==> src/rtl/cgol_pkg.sv <==
// Shared Game of Life definitions: board geometry and the seed scanner state encoding.
// The display path and board memory take their dimensions from here as well.
package cgol_pkg;

    localparam int WIDTH   = 8;
    localparam int REGBITS = 3;

    typedef enum logic [2:0] {
        IDLE,
        DRIVE,
        SAMPLE,
        WRITE,
        DONE
    } scan_state_t;

endpackage

==> src/rtl/row_debouncer.sv <==
// Debounces one strobed row of the switch matrix: accepts a row after STABLE identical
// consecutive samples, or forces an accept after MAXTRY sample cycles.
module row_debouncer #(
    parameter int WIDTH  = cgol_pkg::WIDTH,
    parameter int STABLE = 3,
    parameter int MAXTRY = 255
) (
    input  logic             ph1,
    input  logic             reset,
    input  logic             clear,
    input  logic             en,
    input  logic [WIDTH-1:0] col_in,
    output logic             accept,
    output logic             forced
);

    localparam int CW = $clog2(STABLE + 1);
    localparam int TW = $clog2(MAXTRY + 1);

    logic [WIDTH-1:0] smp;
    logic [CW-1:0]    stable_cnt;
    logic [CW-1:0]    stable_next;
    logic [TW-1:0]    try_cnt;
    logic [TW-1:0]    try_next;
    logic             hit;
    logic             timeout;

    // accept judges the sample being captured on this edge, so the FSM leaves SAMPLE
    // on the same edge that the deciding sample lands in smp.
    always_comb begin
        stable_next = CW'(1);
        if (stable_cnt != '0 && col_in == smp)
            stable_next = stable_cnt + CW'(1);
        try_next = try_cnt + TW'(1);
        hit      = (stable_next >= CW'(STABLE));
        timeout  = (try_next >= TW'(MAXTRY));
        accept   = en && (hit || timeout);
        forced   = en && timeout && !hit;
    end

    // NOTE: non-blocking assignments so every register here samples pre-edge values.
    always_ff @(posedge ph1) begin
        if (reset || clear) begin
            smp        <= '0;
            stable_cnt <= '0;
            try_cnt    <= '0;
        end else if (en) begin
            smp        <= col_in;
            stable_cnt <= stable_next;
            try_cnt    <= try_next;
        end
    end

endmodule

==> src/rtl/seed_scanner.sv <==
// Scans the WIDTHxWIDTH seeding switch matrix row by row and writes each debounced row
// into the board memory, holding the generation controller off via busy meanwhile.
module seed_scanner #(
    parameter int WIDTH   = cgol_pkg::WIDTH,
    parameter int REGBITS = cgol_pkg::REGBITS,
    parameter int SETTLE  = 4,
    parameter int STABLE  = 3,
    parameter int MAXTRY  = 255
) (
    input  logic               ph1,
    input  logic               reset,
    input  logic               start,
    input  logic [WIDTH-1:0]   col_in,
    output logic [WIDTH-1:0]   scan_row,
    output logic               we,
    output logic [REGBITS-1:0] waddr,
    output logic [WIDTH-1:0]   wd,
    output logic               busy,
    output logic               done,
    output logic               err
);

    import cgol_pkg::*;

    localparam int SW = (SETTLE > 1) ? $clog2(SETTLE) : 1;
    localparam logic [REGBITS-1:0] LAST_ROW = REGBITS'(WIDTH - 1);
    localparam logic [WIDTH-1:0]   ROW0     = WIDTH'(1);

    scan_state_t        state;
    logic [REGBITS-1:0] r;
    logic [REGBITS-1:0] r_next;
    logic [SW-1:0]      settle_cnt;
    logic               accept;
    logic               forced;
    logic               deb_clear;
    logic               deb_en;

    assign r_next    = r + REGBITS'(1);
    assign deb_clear = (state == DRIVE);
    assign deb_en    = (state == SAMPLE);

    row_debouncer #(
        .WIDTH  (WIDTH),
        .STABLE (STABLE),
        .MAXTRY (MAXTRY)
    ) u_debouncer (
        .ph1    (ph1),
        .reset  (reset),
        .clear  (deb_clear),
        .en     (deb_en),
        .col_in (col_in),
        .accept (accept),
        .forced (forced)
    );

    always_ff @(posedge ph1) begin
        if (reset) begin
            state      <= IDLE;
            r          <= '0;
            settle_cnt <= '0;
            scan_row   <= '0;
            we         <= 1'b0;
            waddr      <= '0;
            wd         <= '0;
            busy       <= 1'b0;
            done       <= 1'b0;
            err        <= 1'b0;
        end else begin
            case (state)
                IDLE: begin
                    scan_row <= '0;
                    we       <= 1'b0;
                    waddr    <= '0;
                    wd       <= '0;
                    busy     <= 1'b0;
                    done     <= 1'b0;
                    if (start) begin
                        state      <= DRIVE;
                        r          <= '0;
                        settle_cnt <= '0;
                        scan_row   <= ROW0;
                        busy       <= 1'b1;
                        err        <= 1'b0;
                    end
                end
                DRIVE: begin
                    if (settle_cnt == SW'(SETTLE - 1)) begin
                        state      <= SAMPLE;
                        settle_cnt <= '0;
                    end else begin
                        settle_cnt <= settle_cnt + SW'(1);
                    end
                end
                SAMPLE: begin
                    if (accept) begin
                        state <= WRITE;
                        we    <= 1'b1;
                        waddr <= r;
                        wd    <= col_in;
                        if (forced)
                            err <= 1'b1;
                    end
                end
                WRITE: begin
                    we <= 1'b0;
                    if (r == LAST_ROW) begin
                        state    <= DONE;
                        scan_row <= '0;
                        done     <= 1'b1;
                    end else begin
                        state      <= DRIVE;
                        r          <= r_next;
                        settle_cnt <= '0;
                        scan_row   <= ROW0 << r_next;
                    end
                end
                DONE: begin
                    state <= IDLE;
                    done  <= 1'b0;
                    busy  <= 1'b0;
                    waddr <= '0;
                    wd    <= '0;
                end
                default: begin
                    state    <= IDLE;
                    scan_row <= '0;
                    we       <= 1'b0;
                    busy     <= 1'b0;
                    done     <= 1'b0;
                end
            endcase
        end
    end

endmodule

==> config.mk <==
export PLATFORM = sky130hd
export DESIGN_NAME = seed_scanner
export DESIGN_NICKNAME = d
export VERILOG_FILES = /design/src/rtl/cgol_pkg.sv /design/src/rtl/row_debouncer.sv /design/src/rtl/seed_scanner.sv
export SDC_FILE = /design/constraint.sdc
export NUM_CORES = 1
export LEC_CHECK = 0
export ABC_CLOCK_PERIOD_IN_PS = 1600
export BUFFER_PORTS_ARGS = -buffer_cell sky130_fd_sc_hd__buf_2
export CORE_MARGIN = 2
export CORE_UTILIZATION = 36
export DETAILED_ROUTE_END_ITERATION = 10
export GPL_TIMING_DRIVEN = 0
export HOLD_SLACK_MARGIN = 0.15
export SLEW_MARGIN = 20
export SYNTH_ARGS = -nofsm -noshare
export SYNTH_HDL_FRONTEND = slang
export SYNTH_SLANG_ARGS = --single-unit
==> constraint.sdc <==
create_clock -name ph1 -period 1.6 [get_ports ph1]
set_input_delay 0.16 -clock ph1 [delete_from_list [all_inputs] [get_ports ph1]]
set_output_delay 0.16 -clock ph1 [all_outputs]
set_load 0.005 [all_outputs]
After elaboration in Yosys (flattened, before gate mapping)
Index checks and enable logic that the tools add are counted.
{"block": "classes", "n_addsub": 4, "n_eq_ne": 13, "order_cmp": 2, "bitwise": 2, "n_mux": 30, "n_shift": 1, "reduce_logical": 25}
{"operator": "8-bit one-hot mux with 3 select lines", "count": 1}
{"operator": "3-bit two-way mux", "count": 7}
{"operator": "8-bit two-way mux", "count": 2}
{"operator": "8-bit one-hot mux with 2 select lines", "count": 1}
{"operator": "2-bit != test (second input constant)", "count": 6}
{"operator": "3-bit one-hot mux with 2 select lines", "count": 2}
{"operator": "3-bit one-hot mux with 4 select lines", "count": 1}
{"operator": "3-bit AND reduction", "count": 3}
{"operator": "8-bit by 1-bit adder with 8-bit output (second input constant)", "count": 1}
{"operator": "8-bit == test", "count": 1}
{"operator": "8-bit >= comparator (second input constant)", "count": 1}
{"operator": "2-bit two-way mux", "count": 4}
{"operator": "1-bit one-hot mux with 2 select lines", "count": 4}
{"operator": "2-bit nonzero test", "count": 4}
{"operator": "1-bit by 3-bit left shift with 8-bit output (first input constant)", "count": 1}
{"operator": "1-bit two-way mux", "count": 7}
{"operator": "3-bit by 2-bit == test with 1-bit output (second input constant)", "count": 2}
{"operator": "3-bit == test (second input constant)", "count": 2}
{"operator": "2-bit one-hot mux with 3 select lines", "count": 1}
{"operator": "2-bit AND reduction", "count": 3}
{"operator": "2-bit OR reduction", "count": 3}
{"operator": "3-bit OR reduction", "count": 2}
{"operator": "2-bit by 1-bit adder with 2-bit output (second input constant)", "count": 2}
{"operator": "1-bit logical AND", "count": 4}
{"operator": "10 further kinds", "count": 12}
{"block": "totals", "register_bits": 49, "wordCells": 90, "output_inout_bits": 23, "in_bits": 11}

Logic depth before layout (Yosys ltp)
Gate-level depths: netlist (run 1).
{"block": "depth", "word_depth": 9, "ltp_mapped": 8, "depth_no_buf": 7}

Modules after synthesis
Synthesis (run 1) repeated with hierarchy kept, for this count alone.
{"block": "unflattened", "hier_cells": 245, "area_unflattened_um2": 2319.7}
{"module": "seed_scanner", "area_each_um2": 1366.3, "seq_area_each_um2": 620.6, "n_inst": 1, "cells_per_inst": 141}
{"module": "row_debouncer", "area_each_um2": 953.4, "seq_area_each_um2": 360.3, "n_inst": 1, "cells_per_inst": 104}

Least setup slack after synthesis (run 1)
No wires, ideal clock.
{"block": "synth_timing", "path_kind": "register to register", "from": "register u_debouncer.try_cnt[0]", "to": "register waddr[0]", "t_required_ps": 1528, "setup_ps": 72, "period_less_slack_ps": 1747, "stages_incl_launch_ff": 9, "path_buffers": 1, "path_slack_ps": -147, "arrival_time_ps": 1676, "path_cell_list": "dfxtp_1 > inv_1 > ha_1 > and4b_1 > and3_4 > a31oi_4 > a2bb2oi_2 > buf_6 > mux2i_1"}
{"block": "synth_between", "elab_chain_cells": 6}
{"item": "start: declaration", "line": "row_debouncer.sv:23", "source": "logic [TW-1:0] try_cnt;"}
{"item": "start signal: assignment", "line": "row_debouncer.sv:50", "source": "try_cnt <= try_next;"}
{"item": "8-bit by 1-bit adder with 8-bit output", "line": "row_debouncer.sv:34", "source": "try_next = try_cnt + TW'(1);"}
{"item": "via u_debouncer.try_next[0]", "line": "row_debouncer.sv:24", "source": "logic [TW-1:0] try_next;"}
{"item": "8-bit >= comparator", "line": "row_debouncer.sv:36", "source": "timeout = (try_next >= TW'(MAXTRY));"}
{"item": "1-bit logical OR", "line": "row_debouncer.sv:37", "source": "accept = en && (hit || timeout);"}
{"item": "1-bit logical AND", "line": "row_debouncer.sv:37"}
{"item": "2-bit != test (no line)"}
{"item": "2-bit AND reduction (no line)"}
{"item": "end signal: assignment", "line": "seed_scanner.sv:98", "source": "waddr <= r;"}
{"item": "end: declaration", "line": "seed_scanner.sv:16", "source": "output logic [REGBITS-1:0] waddr,"}
The timed path passes the listed nets, and every way through them passes these cells.
A chain may end at the register's enable or synchronous reset.

Final worst setup path (run 1)
{"block": "layout_timing", "from": "register u_debouncer.try_cnt[0]", "to": "register wd[7]"}
{"block": "layout_between", "elab_chain_cells": 6}
{"item": "8-bit by 1-bit adder with 8-bit output", "line": "row_debouncer.sv:34"}
{"item": "via u_debouncer.try_next[0]", "line": "row_debouncer.sv:24"}
{"item": "8-bit >= comparator", "line": "row_debouncer.sv:36"}
{"item": "1-bit logical OR", "line": "row_debouncer.sv:37"}
{"item": "1-bit logical AND", "line": "row_debouncer.sv:37"}
{"item": "2-bit != test (no line)"}
{"item": "2-bit AND reduction (no line)"}
{"item": "end signal: assignment", "line": "seed_scanner.sv:99", "source": "wd <= col_in;"}
{"item": "end: declaration", "line": "seed_scanner.sv:17", "source": "output logic [WIDTH-1:0] wd,"}
The timed path passes the listed nets, and every way through them passes these cells.

==> flow_metrics.py, run 1 <==
metrics = {
    "synthesis": {
        "synth_edf_count": 0,
        "synthXorXnorAreaFrac_pct": 6.15,
        "syn_inst": 258,
        "ys_ff_latch": 49,
        "synth_flop_cell": "dfxtp_1",
        "synthSimpleGateAreaFrac_pct": 23.0,
        "syn-num-nets": 279,
        "synth_top_cells_by_area": "dfxtp_1, nand2_1, ha_1, xnor2_1, mux2i_1",
        "synthAdderAreaFrac_pct": 5.49,
        "synth_top_family_by_area": "simple AND/OR/NAND/NOR gates",
        "ys_seq_area_share_pct": 43.1,
        "synth.area.mux_share_pct": 4.83,
        "synth_compound_area_share_pct": 13.2,
        "synthesis.area_um2": 2280,
        "syn_avg_cell_area_um2": 8.83,
        "async_flop_share_pct": 0,
        "synth_area_leader_cell": "dfxtp_1",
        "synth_cell_type_count": 39,
        "ys_warn_count": 0,
        "yosysTopAreaCellShare_pct": 43.1,
    },
    "setup_path": {
        "r2r_start": "u_debouncer.try_cnt[0]$_SDFFE_PP0P_",
        "critical_path_arrival_ns": 1.98,
        "critPathTopFamily": "compound AO/OA/AOI/OAI gates",
        "path_class": "register to register",
        "required_ns": 1.83,
        "worstPathMaxFanout": 10,
        "rr_worst_depth": 8,
        "slowest_stage": "dfxtp_2",
        "cp_num_buf_inv": 2,
        "r2r-end": "wd[7]$_SDFFE_PP0P_",
        "cp_cell_sequence": "inv_2 -> ha_4 -> and4b_1 -> and3_4 -> a31oi_4 -> a2bb2oi_4 -> buf_8 -> mux2i_1",
        "startpoint_type": "register",
        "cp-end-kind": "register",
        "reg2reg_setup_slack_ns": -0.15,
        "max_stage_delay_ns": 0.36,
        "crit_cells": 8,
    },
    "finish": {
        "n_antenna_cell": 0,
        "layout_common_cells": "nand2_1, dfxtp_1, buf_2, nor2_1, a21oi_1",
        "area_delta_synth_final_pct": 28.9,
        "layout_commonest_cell": "nand2_1",
        "drive_gt1_share_pct": 27.8,
        "layout.nets": 337,
    },
    "die": {
        "start_util_pct": 37.8,
        "die_area_um2": 6980,
        "ioPinCount": 34,
        "fp-row-count": 28,
        "die_x_um": 83.6,
        "die_h_um": 83.6,
        "coreArea_um2": 6030,
    },
    "drt": {
        "route.vias.total": 1933,
        "antenna_left": 0,
        "drt-initial-drc-count": 71,
        "drc_errors": 0,
        "drtPass1Iterations": 4,
        "wl_per_cell_um": 12.9,
        "wl_um": 5070,
        "via_per_inst": 4.93,
    },
    "cts": {
        "cts.clk_slew.worst_paths_ns": 0.10,
        "cts_num_sinks": 49,
        "cts_tree": "built",
        "cts_buffers": 5,
        "clk_latency_ns": 0.30,
        "htreeDepth": 2,
        "max-clock-path-buffers": 2,
        "cts-root-buf": "clkbuf_8",
    },
    "sta": {
        "period_share_pct": 109,
        "worst_pin_slew_ns": 0.531,
        "slew_violations": 0,
        "setup_viol": 13,
        "rsz0062_at_grt": "yes",
        "tns_ns": -1.48,
        "fmax_ghz": 0.571,
        "slew_headroom_pct": 64.6,
        "finClkSkew_ns": 0.00947,
        "finalCriticalPeriod_ns": 1.75,
        "hold_violations": 0,
        "setup_slack_ns": -0.151,
    },
    "placed_design": {
        "post-place-ws_ns": -0.226,
        "gp_congestion": 0.792,
        "port_buffers": 33,
        "dp_hpwl_um": 3500,
    },
    "pwr": {
        "total_power_mw": 2.30,
        "p_per_area_nw_per_um2": 783,
        "ir_drop_mv": 0.394,
        "p_leak_nw": 1.23,
    },
    "global_route": {
        "first_global_vias": 1826,
        "overflow": 0,
        "grt_max_degree": 16,
        "antenna_found_initial": 0,
        "grt_pass1_wl_um": 8470,
        "track_usage_pct": 14.6,
    },
    "outcome": {
        "outcome": "finished, violations left",
        "violations": "negative setup slack",
    },
    "min_path": {
        "worst_hold_path_type": "primary input to register",
        "hp-start": "reset",
        "whs_path_depth": 3,
        "min_to": "state[0]$_SDFFE_PP0P_",
    },
    "job": {
        "cap_violations": 0,
    },
}
worst max path at each step:
stage                                             start                     to  slack, ns
CTS                 u_debouncer.try_cnt[0]$_SDFFE_PP0P_     wd[7]$_SDFFE_PP0P_      -0.19
global placement    u_debouncer.try_cnt[0]$_SDFFE_PP0P_     wd[2]$_SDFFE_PP0P_      -0.19
global route        u_debouncer.try_cnt[0]$_SDFFE_PP0P_  waddr[0]$_SDFFE_PP0P_      -0.24
finish              u_debouncer.try_cnt[0]$_SDFFE_PP0P_     wd[7]$_SDFFE_PP0P_      -0.15
detailed placement  u_debouncer.try_cnt[0]$_SDFFE_PP0P_     wd[7]$_SDFFE_PP0P_      -0.23
floorplan           u_debouncer.try_cnt[0]$_SDFFE_PP0P_  waddr[0]$_SDFFE_PP0P_      -0.06
metrics by stage:
stage | instances | utilization (%) | area (um2) | hold WS, ns
6_report | 392 | 48.8 | 2940 | 0.194
5_1_grt | 392 | 48.8 | 2940 | 0.205
4_1_cts | 384 | 46.8 | 2820 | 0.188
3_5_place_dp | 366 | 42.4 | 2550 | 0.436
3_3_place_gp | 366 | 42.4 | 2550 | 0.427
2_1_floorplan | 258 | - | 2290 | 0.296
state kept, by name, summed over array words and instances, names as in the netlist:
name	cells
err	1
scan_row	8
u_debouncer.smp	8
settle_cnt	2
u_debouncer.try_cnt	8
state	3
waddr	3
done	1
busy	1
r	3
wd	8
we	1
u_debouncer.stable_cnt	2
power breakdown:
part | internal [mW] | switching (mW) | leakage [nW]
Clock | 0.509 | 0.412 | 0.0574
Combinational | 0.0591 | 0.0849 | 0.771
Sequential | 1.23 | 0.00784 | 0.399
kinds of logic after synthesis:
kind of cell	Yosys count
buffers and inverters	21
AOI/OAI and AO/OA	43
and+or+nand+nor	108
xor gates and xnor gates	16
adders and majority gates	10
DFF	49
muxes	11
repair_timing:
action / in CTS / in global routing
setup buffers: 2 / 8
endpoints found under the hold margin: 16 / 0
endpoints found under the setup margin: 31 / 29
pin swaps: 1 / 9
resized for setup: 15 / 15
hold buffers: 8 / 0
per-layer routing:
layer	vias to the layer above	track usage, %	wire length [um]
li1	998	-	-
met1	899	19.8	2550
met2	34	22.8	2280
met3	2	3.66	193
met4	0	4.69	41
met5	-	0	0
final cells by class:
type | count | area [um2]
buffer | 13 | 85.1
clock buffer | 6 | 82.6
clock inverter | 2 | 37.5
fill | 595 | 3090
inverter | 8 | 30.0
multi-input combinational | 188 | 1290
sequential | 49 | 991
tap | 75 | 93.8
timing repair buffer | 51 | 324
tightest hold or removal path, delay by kind of cell:
family                 cells  cell delay (ns)
AO/OA/AOI/OAI              2             0.15
buffers and inverters      1             0.15
cells in the mapped netlist, types with 3 or more instances:
cell / instances
buf_2: 8
nor2_1: 25
nand3b_1: 3
mux2i_1: 11
a21oi_1: 18
a211oi_1: 3
nand4_1: 3
xnor2_1: 13
nand3_1: 3
clkbuf_1: 4
a32oi_1: 3
xor2_1: 3
nand2b_1: 4
dfxtp_1: 49
ha_1: 10
inv_1: 8
nor3_1: 6
a22oi_1: 9
nor2b_1: 4
nand2_1: 48
Power figures use the tool's default switching activity.
==> run 2: changes to the inputs <==
--- a/config.mk
+++ b/config.mk
@@ -7,7 +7,7 @@
 export LEC_CHECK = 0
 export ABC_CLOCK_PERIOD_IN_PS = 1600
 export BUFFER_PORTS_ARGS = -buffer_cell sky130_fd_sc_hd__buf_2
-export CORE_MARGIN = 2
+export CORE_MARGIN = 5
 export CORE_UTILIZATION = 36
 export DETAILED_ROUTE_END_ITERATION = 10
 export GPL_TIMING_DRIVEN = 0
==> flow_metrics.py, run 2 (same netlist as run 1, synthesis figures left out) <==
metrics = {
    "setup_path": {
        "startpoint_type": "register",
        "slowest_stage": "dfxtp_2",
        "reg2reg_setup_slack_ns": -0.16,
        "worstPathMaxFanout": 5,
        "path_class": "register to register",
        "cp-end-kind": "register",
        "r2r_start": "u_debouncer.try_cnt[0]$_SDFFE_PP0P_",
        "critical_path_arrival_ns": 1.98,
        "cp_cell_sequence": "inv_2 -> ha_4 -> and4b_1 -> and3_4 -> a31oi_4 -> a2bb2oi_4 -> buf_8 -> mux2i_1",
        "startpoint": "u_debouncer.try_cnt[0]$_SDFFE_PP0P_",
        "max_stage_delay_ns": 0.34,
        "required_ns": 1.83,
    },
    "sta": {
        "period_share_pct": 110,
        "rsz0062_at_grt": "yes",
        "slew_headroom_pct": 66.3,
        "fmax_ghz": 0.570,
        "setup_slack_ns": -0.156,
        "finClkSkew_ns": 0.00301,
        "finalCriticalPeriod_ns": 1.76,
        "hold_violations": 0,
        "setup_viol": 13,
        "slew_violations": 0,
        "worst_pin_slew_ns": 0.506,
    },
    "placed_design": {
        "port_buffers": 33,
        "post-place-ws_ns": -0.234,
        "dp_cells": 368,
        "dp_hpwl_um": 3670,
        "gp_congestion": 0.762,
    },
    "pwr": {
        "p_leak_nw": 1.24,
        "p_per_area_nw_per_um2": 694,
        "ir_drop_mv": 0.474,
        "total_power_mw": 2.10,
    },
    "outcome": {
        "outcome": "finished, violations left",
        "violations": "negative setup slack",
    },
    "cts": {
        "cts-root-buf": "clkbuf_8",
        "cts_num_sinks": 49,
        "clk_latency_ns": 0.30,
        "cts_tree": "built",
        "cts.clk_slew.worst_paths_ns": 0.09,
        "max-clock-path-buffers": 2,
        "cts_buffers": 5,
        "htreeDepth": 2,
    },
    "min_path": {
        "hp-start": "reset",
        "worst_hold_path_type": "primary input to register",
    },
    "finish": {
        "drive_gt1_share_pct": 32.2,
        "fin_util_pct": 48.4,
        "multi_input_area_um2": 1340,
        "fillCellCount": 618,
        "layout_commonest_cell": "nand2_1",
        "regArea_um2": 997,
        "fin_cells": 400,
        "area_delta_synth_final_pct": 32.5,
        "layout.nets": 343,
        "n_antenna_cell": 0,
        "layout_common_cells": "nand2_1, dfxtp_1, buf_2, nor2_1, a21oi_1",
    },
    "global_route": {
        "first_global_vias": 1952,
        "grt_pass1_wl_um": 8940,
        "antenna_found_initial": 0,
        "grt_max_degree": 16,
        "overflow": 0,
        "track_usage_pct": 14.4,
    },
    "die": {
        "fp-row-count": 29,
        "die_x_um": 89.6,
        "die_h_um": 89.6,
        "start_util_pct": 36.5,
        "ioPinCount": 34,
        "coreArea_um2": 6240,
        "die_area_um2": 8020,
    },
    "drt": {
        "via_per_inst": 4.96,
        "antenna_left": 0,
        "drt-initial-drc-count": 60,
        "wl_um": 5580,
        "drtPass1Iterations": 4,
        "drc_errors": 0,
        "wl_per_cell_um": 14.0,
        "route.vias.total": 1982,
    },
    "job": {
        "cap_violations": 0,
    },
}
[run 2: per-layer routing]
| layer | global-route usage (%) | part of all wire (%) | up-vias |
|---|---|---|---|
| li1 | - | - | 1003 |
| met1 | 17.5 | 47 | 942 |
| met2 | 24.2 | 48 | 29 |
| met3 | 3.32 | 3.9 | 8 |
| met4 | 5.82 | 1.7 | 0 |
| met5 | 0 | 0 | - |
[run 2: power breakdown]
part,switching (mW),internal [mW]
clock network,0.416,0.302
logic,0.0859,0.0608
registers,0.00752,1.22
total,0.510,1.59
[run 2: area by class of cell]
cell class	count	area share [%]
well taps	77	3.19
clock inverters	3	0.580
repair buffers	57	12.9
clock buffers	5	2.28
multi-input cells	188	44.2
inverters	8	0.995
flip-flops and latches	49	33.0
plain buffers	13	2.82
[run 2: path summary, 6_finish.rpt]
| check | to | cells after the start |
|---|---|---|
| worst min-delay path | state[0]$_SDFFE_PP0P_ | 3 |
| worst max register to register | wd[5]$_SDFFE_PP0P_ | 8 |
| worst min register to register | u_debouncer.stable_cnt[0]$_SDFFE_PP0P_ | 1 |
| worst max-delay path | wd[5]$_SDFFE_PP0P_ | 8 |
[run 2: repair_timing]
item / in CTS / in global routing
resized for setup: 17 / 27
hold endpoints to repair: 15 / 0
pin swaps: 3 / 13
endpoints found under the setup margin: 25 / 33
gates cloned: 1 / 0
setup buffers: 3 / 11
hold buffers: 9 / 0
[run 2: worst max-delay path: cells and delay by family (launching register included)]
kind | cells | cell delay (ns)
flip-flops | 1 | 0.34
AO/OA/AOI/OAI | 2 | 0.43
adder cells (fa/ha/maj) | 1 | 0.15
AND/OR/NAND/NOR | 2 | 0.33
multiplexers | 1 | 0.20
buffers and inverters | 2 | 0.22
[run 2: through the flow]
step	instance area, um2	TNS, ns	hold slack [ns]
floorplan	2290	-0.550	0.296
global placement	2550	-2.32	0.424
detailed placement	2550	-2.41	0.430
CTS	2840	-1.91	0.170
global route	3020	-2.91	0.189
finish	3020	-1.59	0.168
==> run 3: changes to the inputs <==
--- a/config.mk
+++ b/config.mk
@@ -7,11 +7,11 @@
 export LEC_CHECK = 0
 export ABC_CLOCK_PERIOD_IN_PS = 1600
 export BUFFER_PORTS_ARGS = -buffer_cell sky130_fd_sc_hd__buf_2
-export CORE_MARGIN = 5
-export CORE_UTILIZATION = 36
+export CORE_UTILIZATION = 50
 export DETAILED_ROUTE_END_ITERATION = 10
 export GPL_TIMING_DRIVEN = 0
 export HOLD_SLACK_MARGIN = 0.15
+export PLACE_DENSITY = 0.74
 export SLEW_MARGIN = 20
 export SYNTH_ARGS = -nofsm -noshare
 export SYNTH_HDL_FRONTEND = slang
==> flow_metrics.py, run 3 (same netlist as run 1, synthesis figures left out) <==
metrics = {
    "sta": {
        "setup_slack_ns": -0.193,
        "finClkSkew_ns": 0.00897,
        "setup_viol": 13,
        "hold_slack_ns": 0.176,
        "tns_ns": -1.84,
        "slew_headroom_pct": 62.9,
        "finalCriticalPeriod_ns": 1.79,
        "slew_violations": 0,
        "worst_pin_slew_ns": 0.557,
        "period_share_pct": 112,
        "fmax_ghz": 0.558,
        "rsz0062_at_grt": "yes",
        "hold_violations": 0,
    },
    "drt": {
        "wl_um": 4970,
        "drc_errors": 0,
        "drtPass1Iterations": 4,
        "route.vias.total": 1963,
        "drt-initial-drc-count": 111,
        "antenna_left": 0,
        "wl_per_cell_um": 13.4,
        "via_per_inst": 5.29,
    },
    "finish": {
        "layout_commonest_cell": "nand2_1",
        "layout_common_cells": "nand2_1, dfxtp_1, buf_2, nor2_1, a21oi_1",
        "drive_gt1_share_pct": 28.2,
        "n_antenna_cell": 0,
        "fillCellCount": 376,
        "area_delta_synth_final_pct": 27.6,
        "finalInstanceArea_um2": 2910,
        "layout.nets": 340,
    },
    "job": {
        "cap_violations": 0,
    },
    "setup_path": {
        "critical_path_arrival_ns": 2.04,
        "worstPathMaxFanout": 5,
        "startpoint": "u_debouncer.try_cnt[0]$_SDFFE_PP0P_",
        "max_stage_delay_ns": 0.39,
        "cp_num_buf_inv": 2,
        "path_class": "register to register",
        "startpoint_type": "register",
        "required_ns": 1.84,
        "cp_cell_sequence": "inv_4 -> ha_4 -> and4b_1 -> and3_4 -> a31oi_4 -> a2bb2oi_4 -> clkbuf_16 -> mux2i_1",
        "cp-end-kind": "register",
        "critPathTopFamily": "compound AO/OA/AOI/OAI gates",
        "slowest_stage": "dfxtp_4",
        "r2r_start": "u_debouncer.try_cnt[0]$_SDFFE_PP0P_",
    },
    "placed_design": {
        "dp_hpwl_um": 3210,
        "gp_congestion": 0.793,
        "post-place-ws_ns": -0.194,
        "port_buffers": 33,
        "placed_area_um2": 2520,
    },
    "cts": {
        "htreeDepth": 2,
        "cts-root-buf": "clkbuf_8",
        "clk_latency_ns": 0.31,
        "cts_tree": "built",
        "max-clock-path-buffers": 2,
        "cts_num_sinks": 49,
        "cts_buffers": 5,
        "cts.clk_slew.worst_paths_ns": 0.09,
    },
    "die": {
        "die_x_um": 69.5,
        "coreArea_um2": 4350,
        "ioPinCount": 34,
        "die_area_um2": 4830,
        "die_h_um": 69.5,
        "fp-row-count": 24,
        "start_util_pct": 52.3,
    },
    "min_path": {
        "hp-start": "reset",
        "worst_hold_path_type": "primary input to register",
    },
    "pwr": {
        "ir_drop_mv": 0.417,
        "p_per_area_nw_per_um2": 771,
        "total_power_mw": 2.24,
        "p_leak_nw": 1.22,
    },
    "outcome": {
        "outcome": "finished, violations left",
        "violations": "negative setup slack",
    },
    "global_route": {
        "track_usage_pct": 21.0,
        "antenna_found_initial": 0,
        "grt_pass1_wl_um": 8070,
        "first_global_vias": 1775,
        "overflow": 0,
        "grt_max_degree": 15,
    },
}
run 3: cell count changes in the layout (fill, tap and decap cells not counted), moves of 2 or more:
cell / change
xnor2_2: -2
a21oi_1: -2
buf_4: -2
xnor2_1: +2
dfxtp_1: +2
nand3_2: -2
xor2_1: +2
xor2_2: -2
a21oi_2: +2
nand3_1: +2
run 3: final cells by class:
cell class                      count  area [um2]  area share [%]
Buffer                             13        78.8            2.71
Clock buffer                        5        68.8            2.37
Clock inverter                      2        35.0            1.20
Inverter                            8        32.5            1.12
Multi-Input combinational cell    188        1270            43.7
Sequential cell                    49         992            34.1
Tap cell                           52        65.1            2.24
Timing Repair Buffer               54         364            12.5
run 3: final timing paths:
check        cells past startpoint                                endpoint  slack [ns]
min reg2reg                      1  u_debouncer.stable_cnt[0]$_SDFFE_PP0P_        0.45
min                              3                   state[0]$_SDFFE_PP0P_        0.18
max                              8                      wd[2]$_SDFFE_PP0P_       -0.19
max reg2reg                      8                      wd[2]$_SDFFE_PP0P_       -0.19
run 3: per-layer routing:
metal  vias up  wire [um]  track usage (%)
li1        998          -                -
met3         7        180             5.09
met1       926       2380             27.8
met4         0         68             7.48
met2        32       2340             33.2
met5         -          0                0
run 3: per-stage QoR:
| step | util (%) | instances |
|---|---|---|
| 2_1_floorplan | - | 258 |
| 3_5_place_dp | 58.0 | 343 |
| 4_1_cts | 63.4 | 360 |
| 3_3_place_gp | 58.0 | 343 |
| 6_report | 66.8 | 371 |
| 5_1_grt | 66.8 | 371 |
run 3: worst register-to-register path, stage by stage, from the launching register on:
cell,delay (ns)
dfxtp_4,0.39
inv_4,0.04
ha_4,0.15
and4b_1,0.18
and3_4,0.18
a31oi_4,0.19
a2bb2oi_4,0.24
clkbuf_16,0.19
mux2i_1,0.18
run 3: timing repair:
| action | CTS | global route |
|---|---|---|
| resized for setup | 12 | 14 |
| cloned | 0 | 1 |
| buffers inserted | 2 | 10 |
| hold buffers | 8 | 0 |
| setup endpoints to repair | 28 | 30 |
| pin swaps | 3 | 3 |
| hold endpoints to repair | 16 | 0 |
run 3: power breakdown:
part / internal (mW) / switching, mW
logic: 0.0592 / 0.0818
registers: 1.22 / 0.00789
clock network: 0.455 / 0.414
